## src/rtl/mem_port_arbiter.sv

```systemverilog
// Shares one memory port between IF fetch and MEM load/store; MEM has priority.
// Optional bus watchdog enabled by defining MEM_ARB_TIMEOUT_EN.
module mem_port_arbiter #(
  parameter int WIDTH          = 32,
  parameter int TIMEOUT_CYCLES = 255
) (
  input  logic             clk,
  input  logic             rst,
  input  logic             if_req_i,
  input  logic [WIDTH-1:0] if_addr_i,
  output logic             if_rvalid_o,
  output logic [WIDTH-1:0] if_rdata_o,
  input  logic             mem_req_i,
  input  logic             mem_we_i,
  input  logic [3:0]       mem_be_i,
  input  logic [WIDTH-1:0] mem_addr_i,
  input  logic [WIDTH-1:0] mem_wdata_i,
  output logic             mem_rvalid_o,
  output logic [WIDTH-1:0] mem_rdata_o,
  output logic             bus_req_o,
  output logic             bus_we_o,
  output logic [3:0]       bus_be_o,
  output logic [WIDTH-1:0] bus_addr_o,
  output logic [WIDTH-1:0] bus_wdata_o,
  input  logic             bus_gnt_i,
  input  logic             bus_rvalid_i,
  input  logic [WIDTH-1:0] bus_rdata_i,
  output logic             stall_req_if_o,
  output logic             stall_req_mem_o,
  output logic             bus_err_o
);

  typedef enum logic [1:0] {
    S_IDLE = 2'd0,
    S_REQ  = 2'd1,
    S_WAIT = 2'd2
  } state_t;

  state_t           r_state;
  logic             r_owner_mem;
  logic             r_we;
  logic [3:0]       r_be;
  logic [WIDTH-1:0] r_addr;
  logic [WIDTH-1:0] r_wdata;

  logic w_done_bus;
  logic w_timeout;
  logic w_done;
  logic w_start;

  // A real bus completion; suppressed while reset is asserted
  always_comb begin
    w_done_bus = 1'b0;
    unique case (r_state)
      S_REQ:   w_done_bus = bus_gnt_i & bus_rvalid_i;
      S_WAIT:  w_done_bus = bus_rvalid_i;
      default: w_done_bus = 1'b0;
    endcase
    w_done_bus = w_done_bus & ~rst;
  end

  assign w_start = (r_state == S_IDLE) & (mem_req_i | if_req_i);

`ifdef MEM_ARB_TIMEOUT_EN
  localparam int CW_RAW = $clog2(TIMEOUT_CYCLES + 1);
  localparam int CW     = (CW_RAW > 8) ? CW_RAW : 8;

  logic [CW-1:0] r_cnt;

  // Watchdog fires only if the slave did not complete in the same cycle
  assign w_timeout = ~rst & (r_state != S_IDLE) & ~w_done_bus &
                     (r_cnt == CW'(TIMEOUT_CYCLES));

  // Cycle counter for the access in flight
  always_ff @(posedge clk) begin
    if (rst) begin
      r_cnt <= '0;
    end else if (w_start) begin
      r_cnt <= '0;
    end else if (r_state != S_IDLE) begin
      r_cnt <= r_cnt + 1'b1;
    end
  end
`else
  logic w_unused_tcfg;
  assign w_unused_tcfg = (TIMEOUT_CYCLES != 0);
  assign w_timeout     = 1'b0;
`endif

  assign w_done = w_done_bus | w_timeout;

  // Arbitration FSM and request latch
  always_ff @(posedge clk) begin
    if (rst) begin
      r_state     <= S_IDLE;
      r_owner_mem <= 1'b0;
      r_we        <= 1'b0;
      r_be        <= 4'h0;
      r_addr      <= '0;
      r_wdata     <= '0;
    end else begin
      unique case (r_state)
        S_IDLE: begin
          if (mem_req_i) begin
            r_owner_mem <= 1'b1;
            r_we        <= mem_we_i;
            r_be        <= mem_be_i;
            r_addr      <= mem_addr_i;
            r_wdata     <= mem_wdata_i;
            r_state     <= S_REQ;
          end else if (if_req_i) begin
            r_owner_mem <= 1'b0;
            r_we        <= 1'b0;
            r_be        <= 4'hF;
            r_addr      <= if_addr_i;
            r_wdata     <= '0;
            r_state     <= S_REQ;
          end
        end
        S_REQ: begin
          if (w_done) begin
            r_state <= S_IDLE;
          end else if (bus_gnt_i) begin
            r_state <= S_WAIT;
          end
        end
        S_WAIT: begin
          if (w_done) begin
            r_state <= S_IDLE;
          end
        end
        default: r_state <= S_IDLE;
      endcase
    end
  end

  assign bus_req_o   = (r_state == S_REQ) & ~w_timeout & ~rst;
  assign bus_we_o    = r_we;
  assign bus_be_o    = r_be;
  assign bus_addr_o  = r_addr;
  assign bus_wdata_o = r_wdata;

  assign if_rvalid_o  = w_done & ~r_owner_mem;
  assign mem_rvalid_o = w_done & r_owner_mem;
  assign if_rdata_o   = (if_rvalid_o & w_done_bus) ? bus_rdata_i : '0;
  assign mem_rdata_o  = (mem_rvalid_o & w_done_bus) ? bus_rdata_i : '0;
  assign bus_err_o    = w_timeout;

  assign stall_req_if_o  = if_req_i & ~if_rvalid_o;
  assign stall_req_mem_o = mem_req_i & ~mem_rvalid_o;

endmodule
```

## config.mk

```make
export PLATFORM = sky130hd
export DESIGN_NAME = mem_port_arbiter
export DESIGN_NICKNAME = d
export VERILOG_FILES = /design/src/rtl/mem_port_arbiter.sv
export SDC_FILE = /design/constraint.sdc
export NUM_CORES = 1
export LEC_CHECK = 0
export BUFFER_PORTS_ARGS = -buffer_cell sky130_fd_sc_hd__clkbuf_2
export CORE_AREA = 2 2 109 111
export CTS_CLUSTER_SIZE = 20
export DETAILED_ROUTE_END_ITERATION = 10
export DIE_AREA = 0 0 111 113
export PLACE_DENSITY = 0.62
export SLEW_MARGIN = 20
export SYNTH_ARGS = -nofsm -noshare
export SYNTH_HDL_FRONTEND = slang
export SYNTH_SLANG_ARGS = --single-unit
```

## constraint.sdc

```tcl
create_clock -name clk -period 1.7 [get_ports clk]
set_input_delay 0.085 -clock clk [delete_from_list [all_inputs] [get_ports clk]]
set_output_delay 0.085 -clock clk [all_outputs]
set_load 0.02 [all_outputs]
```

## Word-level counts from Yosys, hierarchy flattened

Index checks and enable logic that the tools add are counted.

| word-level totals | value |
|---|---|
| flip-flop bits (word level) | 72 |
| output and inout port bits | 139 |
| logic and storage cells | 46 |

| operators by class | value |
|---|---|
| equal/unequal tests | 5 |
| mux-type cells | 18 |
| bitwise logic cells | 13 |
| reductions and logical operators | 4 |

Operators with widths:

| operator | count |
|---|---|
| $mux 32 | 6 |
| $mux 2 | 5 |
| $and 1x1->1 | 9 |
| $mux 4 | 2 |
| $ne 3x3->1 const B | 2 |
| $pmux 2 s3 | 1 |
| $not 1->1 | 4 |
| $mux 1 | 3 |
| $reduce_and 3->1 | 1 |
| $eq 2x1->1 const B | 1 |
| $eq 2x2->1 const B | 1 |
| $logic_not 2->1 | 1 |
| $ne 2x2->1 const B | 1 |
| $pmux 1 s2 | 1 |
| $reduce_and 2->1 | 1 |
| $reduce_bool 2->1 | 1 |

## Depth between registers and ports, before layout

Gate-level depths: netlist (run 1).

| logic depth | value |
|---|---|
| depth in word-level cells | 6 |
| gate-level depth with buffers | 7 |

## Worst setup path before layout (run 1)

Ideal clock, no wire load.

| timing path | value |
|---|---|
| kind | flip-flop to output port |
| start | reg r_state[1] |
| end | out if_rdata_o[22] |
| data arrival time | 1.571 ns |
| path slack | 0.044 ns |
| stages on the path, launching flop included | 7 |
| path through | dfxtp_1 inv_1 ha_1 nand3b_4 nor3_4 buf_2 and2_1 |

| on the way | value |
|---|---|
| cells in the longest elaborated chain, start to end | 6 |
| elaborated cells between the ends (all ways) | 7 |

Ends and longest elaborated chain:

| element | RTL line | text |
|---|---|---|
| start, declared | 39 | `state_t r_state;` |
| start signal, assigned | 95 | `r_state <= S_IDLE;` |
| start signal, assigned | 110 | `r_state <= S_REQ;` |
| start signal, assigned | 117 | `r_state <= S_REQ;` |
| $eq 2x2->1 / $eq 2x1->1 (equally long branches) | 54 | `unique case (r_state)` |
| $pmux 1 s2 * | 54 |  |
| $and 1x1->1 * | 59 | `w_done_bus = w_done_bus & ~rst;` |
| $and 1x1->1 * | 143 | `assign if_rvalid_o = w_done & ~r_owner_mem;` |
| named net if_rvalid_o | 11 | `output logic if_rvalid_o,` |
| $and 1x1->1 * | 145 | `assign if_rdata_o = (if_rvalid_o & w_done_bus) ? bus_rdata_i : '0;` |
| $mux 32 * | 145 |  |
| end, declared | 12 | `output logic [WIDTH-1:0] if_rdata_o,` |

The timed path passes the listed nets; every way through them passes the cells marked *.

## Final worst setup path (run 1)

| timing path | value |
|---|---|
| start | reg r_state[0] |
| end | out mem_rdata_o[24] |

| on the way | value |
|---|---|
| cells in the longest elaborated chain, start to end | 6 |
| elaborated cells between the ends (all ways) | 7 |

Ends and longest elaborated chain:

| element | RTL line | text |
|---|---|---|
| $eq 2x2->1 / $eq 2x1->1 (equally long branches) | 54 |  |
| $pmux 1 s2 * | 54 |  |
| $and 1x1->1 * | 59 |  |
| $and 1x1->1 | 144 | `assign mem_rvalid_o = w_done & r_owner_mem;` |
| $and 1x1->1 * | 146 | `assign mem_rdata_o = (mem_rvalid_o & w_done_bus) ? bus_rdata_i : '0;` |
| $mux 32 * | 146 |  |
| end, declared | 19 | `output logic [WIDTH-1:0] mem_rdata_o,` |

Every way passes the cells marked *; elsewhere a longest branch is shown, timed or not.

==> results.cfg, run 1 <==
[run_status]
outcome = complete, but fails checks
failed_checks = negative setup slack

[placement]
gp_congestion = 0.803
portBuffers = 276
pre_cts_slack_ns = 0.000439
dp_hpwl_um = 8600

[synth]
synth_top_area_cell = dfxtp_1
syn_nets = 552
ys_seq_area_share_pct = 40.7
syn_inst = 410
yosys_warnings = 0
synth-seq-cells = 72
syn-mean-instance-area_um2 = 8.63
yosys.cell_types.count = 32
synth_top_area_share_pct = 40.7
netlist_area_um2 = 3540
synthTopCellsByArea = dfxtp_1, and2_1, mux2i_1

[worst_setup_path]
crit_path_max_fanout = 9
required_ns = 1.62
worstSetupStartpointType = register
crit_family = simple AND/OR/NAND/NOR gates
critPathArrivalTime_ns = 1.91
setup.worst_path.end_class = output pin
path_cells = inv_2 -> ha_4 -> nand3b_4 -> nor3b_4 -> buf_6 -> buf_12 -> and2_1 -> clkbuf_8
path_buf_inv = 4
cp_slowest_cell = dfxtp_2
criticalPathCategory = reg -> out
cpPeakStageDelay_ns = 0.34

[sta]
maxSlewHeadroom_pct = 44.9
hold_viol = 0
finalWorstSetupSlack_ns = -0.297
hold_ws_ns = 0.0139
skew_ns = 0.00623
rsz0062_at_grt = true
min_period_ns = 2.00
setup_viol = 68
max_freq_ghz = 0.501
tightest_slew_ns = 0.823
drv_slew = 0
finalCritPeriodShare_pct = 117

[global_route]
track_usage_pct = 19.4
grt_first_pass_wirelength_um = 19600
grt_overflow_total = 0
grt_pass1_vias = 3948
antenna_found_initial = 0
grt_max_degree = 69

[route]
vias = 4000
drt_iter0_drc = 153
ant_nets = 0
wire_per_inst_um = 15.1
wirelength_um = 12700
vias_per_cell = 4.75
firstDrtPassIters = 4
drc = 0

[clock_network]
cts.reportedPaths.clkPinSlew_ns = 0.06
htree_levels = 3
cts_tree = done
clock_path_buffers = 2
cts_root_buffer = clkbuf_16
cts_sinks = 72
clk_latency_ns = 0.33
cts_buffers = 9

[floorplan]
fp.dieH_um = 113
core_um2 = 11300
die_w_um = 111
die-area_um2 = 12500
row_count = 39
io_pins = 278
initial_utilization_pct = 31.4

[power_and_ir_drop]
pwr-share-seq_pct = 33.1
swShare_pct = 36.3
power.density_nw_per_um2 = 1070
p_sw_mw = 2.45
p_leak_nw = 3.09
finalPower_mw = 6.74
p_comb_share_pct = 36.7
p_clk_share_pct = 30.2
p_int_mw = 4.29
peakVddDrop_uv = 567

[cells_and_area]
syn_to_final_growth_pct = 78.4
drive_gt1_share_pct = 50.5
n_antenna_cell = 0
nets = 836

[worst_hold_path]
hp-class = in -> reg

[run]
cap_violations = 0
layout by cell type (no fill, tap or decap), types with 2 or more instances in the layout:
cell type,instances
clkbuf_2,207
and2_1,39
dfxtp_1,70
o21ai_0,4
buf_6,4
nand3_1,33
nand2_1,36
a211oi_1,32
inv_2,2
dfxtp_2,2
and2_4,25
dlygate4sd3_1,14
nand2b_1,2
nor2_1,37
clkbuf_8,43
a21oi_1,34
mux2i_1,34
clkbuf_16,11
nor2b_1,2
buf_12,4
buf_4,13
buf_8,23
ha_2,2
bufinv_16,2
nand3b_1,4
cells in the mapped netlist, drive strengths merged:
cell     n
nor2b    3
nand2   36
mux2i   34
a221oi   1
buf     23
a21oi   35
o21a     1
nor3b    2
o21ai    5
and2    64
nand2b   2
o21ba    1
nor3     1
clkbuf  15
o211ai   1
inv      2
a211oi  32
nor2    37
dfxtp   72
conb     1
nand3   33
ha       3
a22oi    1
nand3b   5
worst register-to-register path, delay by kind of cell, from the launching register on:
family / cells / cell delay, ns
and+or+nand+nor: 1 / 0.11
muxes: 1 / 0.23
adders and majority gates: 1 / 0.27
DFF: 1 / 0.34
AOI/OAI and AO/OA: 1 / 0.32
buffers and inverters: 2 / 0.23
area by class of cell:
cell class              instances  area (µm²)
fillers                       994        4960
clock buffers                  10         229
well taps                     143         179
multi-input cells             298        1940
flip-flops and latches         72        1440
clock inverters                 6        92.6
repair buffers                311        2410
inverters                       2        7.51
stage by stage:
stage	setup TNS, ns	cell area (µm²)	util, %	instances
after global placement	0	4990	44.2	802
after detailed placement	0	4990	44.2	802
final	-16.73	6310	56.0	842
after global routing	-21.26	6310	56.0	842
after floorplan	0	3540	-	410
after CTS	-17.61	6170	54.7	839
power groups by stage:
stage	sequential (mW)	clock, mW	combinational (mW)
6_report	2.23	2.03	2.47
5_1_grt	2.28	2.16	2.72
3_5_place_dp	2.26	0	2.32
4_1_cts	2.24	2.10	2.45
2_1_floorplan	2.65	0	1.19
3_3_place_gp	2.25	0	2.28
layer usage:
layer | part of all wire, % | GRT usage, %
met1 | 36 | 19.8
met2 | 53 | 36.7
met3 | 7.9 | 5.84
met4 | 3.6 | 8.67
met5 | 0 | 0
cells by family (layout without fill, tap and decap cells):
kind of cell    Yosys count  in the layout  synth area share (%)
buf+inv                  40            329                  7.15
fa+ha+maj                 3              3                  1.06
mux                      34             34                  9.62
compound gates           77             77                  14.1
flops                    72             72                  40.7
other cells               1              1                 0.106
simple gates            183            183                  27.2
final timing paths:
path                        start         endpoint  slack, ns  cells past startpoint
hold reg to reg    bus_wdata_o[5]   bus_wdata_o[5]       0.45                      2
setup / recovery       r_state[0]  mem_rdata_o[24]      -0.30                      8
hold / removal    mem_wdata_i[23]  bus_wdata_o[23]       0.01                      3
setup reg to reg       r_state[0]       r_state[0]       0.13                      6
flip-flops by register name, indices dropped and copies added (netlist names):
register	cells
bus_be_o	4
r_state	2
bus_wdata_o	32
r_owner_mem	1
bus_we_o	1
bus_addr_o	32
what timing repair did:
item	CTS	global route
hold buffers	14	0
buffers inserted	5	2
hold endpoints to repair	14	0
cloned	2	2
pin swaps	1	12
gates resized for setup	148	51
endpoints found under the setup margin	68	69
No activity file was read; power rests on OpenSTA's default activity.
==> inputs of run 2 (changes only) <==
--- a/config.mk
+++ b/config.mk
@@ -9,3 +9,3 @@
 export CORE_AREA = 2 2 109 111
-export CTS_CLUSTER_SIZE = 20
+export CTS_CLUSTER_SIZE = 14
 export DETAILED_ROUTE_END_ITERATION = 10
==> constraint.sdc (replaced) <==
create_clock -name clk -period 1.7 [get_ports clk]
set_input_delay 0.17 -clock clk [delete_from_list [all_inputs] [get_ports clk]]
set_output_delay 0.17 -clock clk [all_outputs]
set_load 0.02 [all_outputs]
==> run 2 against run 1 <==
  * The flow still finishes with violations (negative setup slack)
  * Hold slack improved by 0.076 ns
  * Total power fell by 2.6%
  * Core utilization fell by 2.9 points
  * Cell count fell by 2.3%
  * Critical path depth fell by 1
  * Critical path type unchanged
  * Critical endpoint is now mem_rdata_o[6]
  * Largest power group unchanged
==> results.cfg, run 2 (synthesis gave the netlist of run 1 again) <==
[run_status]
outcome = complete, but fails checks
failed_checks = negative setup slack

[sta]
finalWorstSetupSlack_ns = -0.340
min_period_ns = 2.04
skew_ns = 0.00957
maxSlewHeadroom_pct = 41.2
finalCritPeriodShare_pct = 120
hold_viol = 0
setup_viol = 68
rsz0062_at_grt = true
drv_slew = 0
max_freq_ghz = 0.490
tightest_slew_ns = 0.879

[clock_network]
cts_root_buffer = clkbuf_16
cts.reportedPaths.clkPinSlew_ns = 0.06
clk_latency_ns = 0.33
cts_buffers = 9
cts_sinks = 72
clock_path_buffers = 2
htree_levels = 3
cts_tree = done

[power_and_ir_drop]
finalPower_mw = 6.56
pwr-share-seq_pct = 34.0
p_int_mw = 4.12
p_leak_nw = 2.96
p_comb_share_pct = 37.7
p_clk_share_pct = 28.3
swShare_pct = 37.3
peakVddDrop_uv = 679
power.density_nw_per_um2 = 1100
p_sw_mw = 2.45

[placement]
dp_hpwl_um = 9010
gp_congestion = 0.942
dp_cells = 803
pre_cts_slack_ns = -0.0416
portBuffers = 276

[worst_hold_path]
hp-class = in -> reg
hold_depth = 3

[cells_and_area]
final_common_cell = clkbuf_2
nets = 818
final_cells = 823
n_antenna_cell = 0
fin_util_pct = 53.0
final_cell_mix = clkbuf_2, dfxtp_1, nor2_1, nand2_1
fill_cells = 1005
drive_gt1_share_pct = 51.9
syn_to_final_growth_pct = 69.0

[floorplan]
die_w_um = 111
fp.dieH_um = 113
core_um2 = 11300
initial_utilization_pct = 31.4
die-area_um2 = 12500
io_pins = 278
row_count = 39

[worst_setup_path]
cp_slowest_cell = dfxtp_2
criticalPathCategory = reg -> out
worstSetupStartpointType = register
required_ns = 1.53
crit_path_max_fanout = 34
setup.worst_path.end_class = output pin
reg2reg_depth = 6
critPathArrivalTime_ns = 1.87
cpPeakStageDelay_ns = 0.33
path_cells = inv_2 -> ha_4 -> nand3b_4 -> nor3b_4 -> buf_12 -> and2_1 -> clkbuf_8

[global_route]
track_usage_pct = 19.2
grt_max_degree = 69
grt_pass1_vias = 3816
grt_overflow_total = 0
antenna_found_initial = 0
grt_first_pass_wirelength_um = 19400

[route]
vias_per_cell = 4.76
ant_nets = 0
wirelength_um = 12800
drc = 0
drt_iter0_drc = 182
wire_per_inst_um = 15.5
vias = 3917
firstDrtPassIters = 4

[run]
cap_violations = 0
[run 2: power groups by stage]
stage	combinational [mW]	clock [mW]	sequential (mW)
detailed placement	2.36	0	2.25
global route	2.70	1.98	2.27
floorplan	1.19	0	2.65
CTS	2.47	1.90	2.23
finish	2.48	1.86	2.23
global placement	2.32	0	2.25
[run 2: critical path: cells and delay by family, from the launching register on]
family | cells | cell delay (ns)
flip-flops | 1 | 0.33
AND/OR/NAND/NOR | 3 | 0.52
buffers and inverters | 3 | 0.42
adder cells (fa/ha/maj) | 1 | 0.27
[run 2: path summary, 6_finish.rpt]
check | start | slack (ns) | to
setup / recovery | r_state[1] | -0.34 | mem_rdata_o[6]
hold / removal | mem_wdata_i[17] | 0.09 | bus_wdata_o[17]
setup reg to reg | r_state[1] | 0.07 | r_state[0]
hold reg to reg | bus_wdata_o[25] | 0.45 | bus_wdata_o[25]
[run 2: per-stage QoR]
step / hold slack (ns) / setup TNS, ns / cell area (µm²)
finish: 0.0896 / -17.83 / 5980
global route: 0.0916 / -22.85 / 5980
CTS: 0.0773 / -19.07 / 5870
detailed placement: 0.431 / -0.794 / 5020
global placement: 0.426 / -0.0202 / 5020
floorplan: 0.335 / -0.0291 / 3550
[run 2: routing by layer]
metal	vias to the layer above	share of wire [%]	track usage, %
met2	192	50	34.2
met1	1768	39	20.9
li1	1927	-	-
met5	-	0	0
met4	0	3.4	9.08
met3	30	7.8	5.95
[run 2: area by class of cell]
class                   count  area [µm²]  area share, %
flip-flops and latches     72        1440           24.2
inverters                   2        7.51          0.126
well taps                 143         179           2.99
repair buffers            293        2110           35.4
clock buffers              10         229           3.83
clock inverters             5        56.3          0.942
multi-input cells         298        1950           32.6
[run 2: what timing repair did]
item,CTS,global route
gates cloned,1,1
gates resized for setup,128,63
buffers inserted,3,1
pin swaps,2,6
endpoints found under the setup margin,68,68
hold buffers,0,0
==> inputs of run 3 (changes only) <==
clock period = 2.1 ns   (was 1.7 ns; I/O delays follow)
==> run 3 against run 2 <==
  * The run still ends with negative setup slack left
  * Total power shrank 17%
  * Core utilization barely moved
  * Sequential cell count is the same
  * Clock-buffer cell count unchanged
==> results.cfg, run 3 (synthesis gave the netlist of run 1 again) <==
[run_status]
outcome = complete, but fails checks
failed_checks = negative setup slack

[clock_network]
cts.reportedPaths.clkPinSlew_ns = 0.06
cts_tree = done
clk_latency_ns = 0.33
clock_path_buffers = 2
cts_hold_buf = 0
cts_buffers = 9
htree_levels = 3
cts_sinks = 72
cts_root_buffer = clkbuf_16

[placement]
gp_congestion = 0.813
portBuffers = 276
dp_hpwl_um = 8760
pre_cts_slack_ns = 0.252

[sta]
min_period_ns = 2.11
hold_ws_ns = 0.127
finalCritPeriodShare_pct = 101
setup_viol = 7
skew_ns = 0.00850
max_freq_ghz = 0.473
tightest_slew_ns = 0.859
drv_slew = 0
finalWorstSetupSlack_ns = -0.0132
hold_viol = 0
rsz0062_at_grt = true
maxSlewHeadroom_pct = 42.5

[worst_hold_path]
min_from = mem_wdata_i[13]
hp-class = in -> reg
hold_depth = 3
hold_end = bus_wdata_o[13]

[floorplan]
die-area_um2 = 12500
die_w_um = 111
core_um2 = 11300
row_count = 39
initial_utilization_pct = 31.4
fp.dieH_um = 113
io_pins = 278

[cells_and_area]
syn_to_final_growth_pct = 69.2
nets = 821
ff_latch_area_um2 = 1440
final_cell_mix = clkbuf_2, dfxtp_1, nor2_1, nand2_1
final_common_cell = clkbuf_2
fill_cells = 1015
drive_gt1_share_pct = 51.9
multi_input_area_um2 = 1940
n_antenna_cell = 0

[worst_setup_path]
path_buf_inv = 4
setup.worst_path.end_class = output pin
reg2reg_depth = 6
required_ns = 1.89
crit_family = buffers and inverters
reg2reg_from = r_state[1]
reg2reg_setup_slack_ns = 0.47
reg2reg_to = r_state[0]
criticalPathCategory = reg -> out
worstSetupStartpointType = register
critPathArrivalTime_ns = 1.90
cpPeakStageDelay_ns = 0.36
crit_path_max_fanout = 17
path_cells = inv_2 -> ha_4 -> nand3b_4 -> nor3b_4 -> buf_6 -> buf_12 -> and2_1 -> clkbuf_8
cp_slowest_cell = dfxtp_2

[global_route]
grt_pass1_vias = 3748
grt_first_pass_wirelength_um = 18400
grt_max_degree = 75
track_usage_pct = 18.1
antenna_found_initial = 0
grt_overflow_total = 0

[route]
routed.top_layer = met4
wl_met1_um = 4550
wirelength_um = 12300
ant_nets = 0
drc = 0
wire_per_inst_um = 14.9
drt_iter0_drc = 95
route.met3.wl_um = 953
wl_met2_um = 6470
vias = 3920
firstDrtPassIters = 4
vias_per_cell = 4.74

[power_and_ir_drop]
power.density_nw_per_um2 = 905
peakVddDrop_uv = 479
p_leak_nw = 2.97

[run]
cap_violations = 0
[run 3: stage by stage]
| step | instance area, µm² | TNS (ns) | util (%) | instances | power, mW |
|---|---|---|---|---|---|
| after detailed placement | 4960 | 0 | 44.0 | 799 | 3.70 |
| final | 5980 | -0.0409 | 53.1 | 827 | 5.42 |
| after global placement | 4960 | 0 | 44.0 | 799 | 3.66 |
| after CTS | 5650 | -0.333 | 50.1 | 820 | 5.42 |
| after floorplan | 3540 | 0 | - | 410 | 3.11 |
| after global routing | 5980 | -4.08 | 53.1 | 827 | 5.74 |
[run 3: worst max path at each step]
| stage | startpoint | to | slack (ns) | depth (start not counted) |
|---|---|---|---|---|
| floorplan | r_state[1] | if_rdata_o[22] | 0.32 | 6 |
| global placement | r_state[1] | if_rdata_o[8] | 0.32 | 7 |
| detailed placement | r_state[1] | mem_rdata_o[25] | 0.25 | 7 |
| CTS | r_state[0] | mem_rdata_o[25] | -0.02 | 8 |
| global route | r_state[1] | mem_rdata_o[21] | -0.11 | 8 |
| finish | r_state[1] | mem_rdata_o[31] | -0.01 | 8 |
[run 3: what timing repair did]
item	4_1_cts	5_1_grt
setup endpoints to repair	65	65
buffers inserted	4	4
gates resized for setup	72	131
pin swaps	1	11
cloned	1	3
[run 3: worst reg2reg max path, stage by stage (launching register included)]
cell	delay [ns]
dfxtp_2	0.36
inv_2	0.06
ha_4	0.27
nand3b_4	0.12
buf_4	0.15
a221oi_1	0.36
mux2i_1	0.23
[run 3: metal layers]
layer,vias to the layer above,track usage (%)
met3,27,5.84
met5,-,0
met4,0,5.25
met2,186,34.6
met1,1764,18.9
li1,1943,-
[run 3: area by class of cell]
cell class                      instances  area share [%]
Timing Repair Buffer                  296            34.9
Multi-Input combinational cell        298            32.5
Sequential cell                        72            24.1
Clock buffer                           10            3.83
Tap cell                              143            2.99
Clock inverter                          6            1.55
Inverter                                2           0.125
[run 3: power breakdown]
part | switching (mW) | internal, mW
Clock | 0.594 | 1.05
Sequential | 0.160 | 1.65
Combinational | 1.22 | 0.742
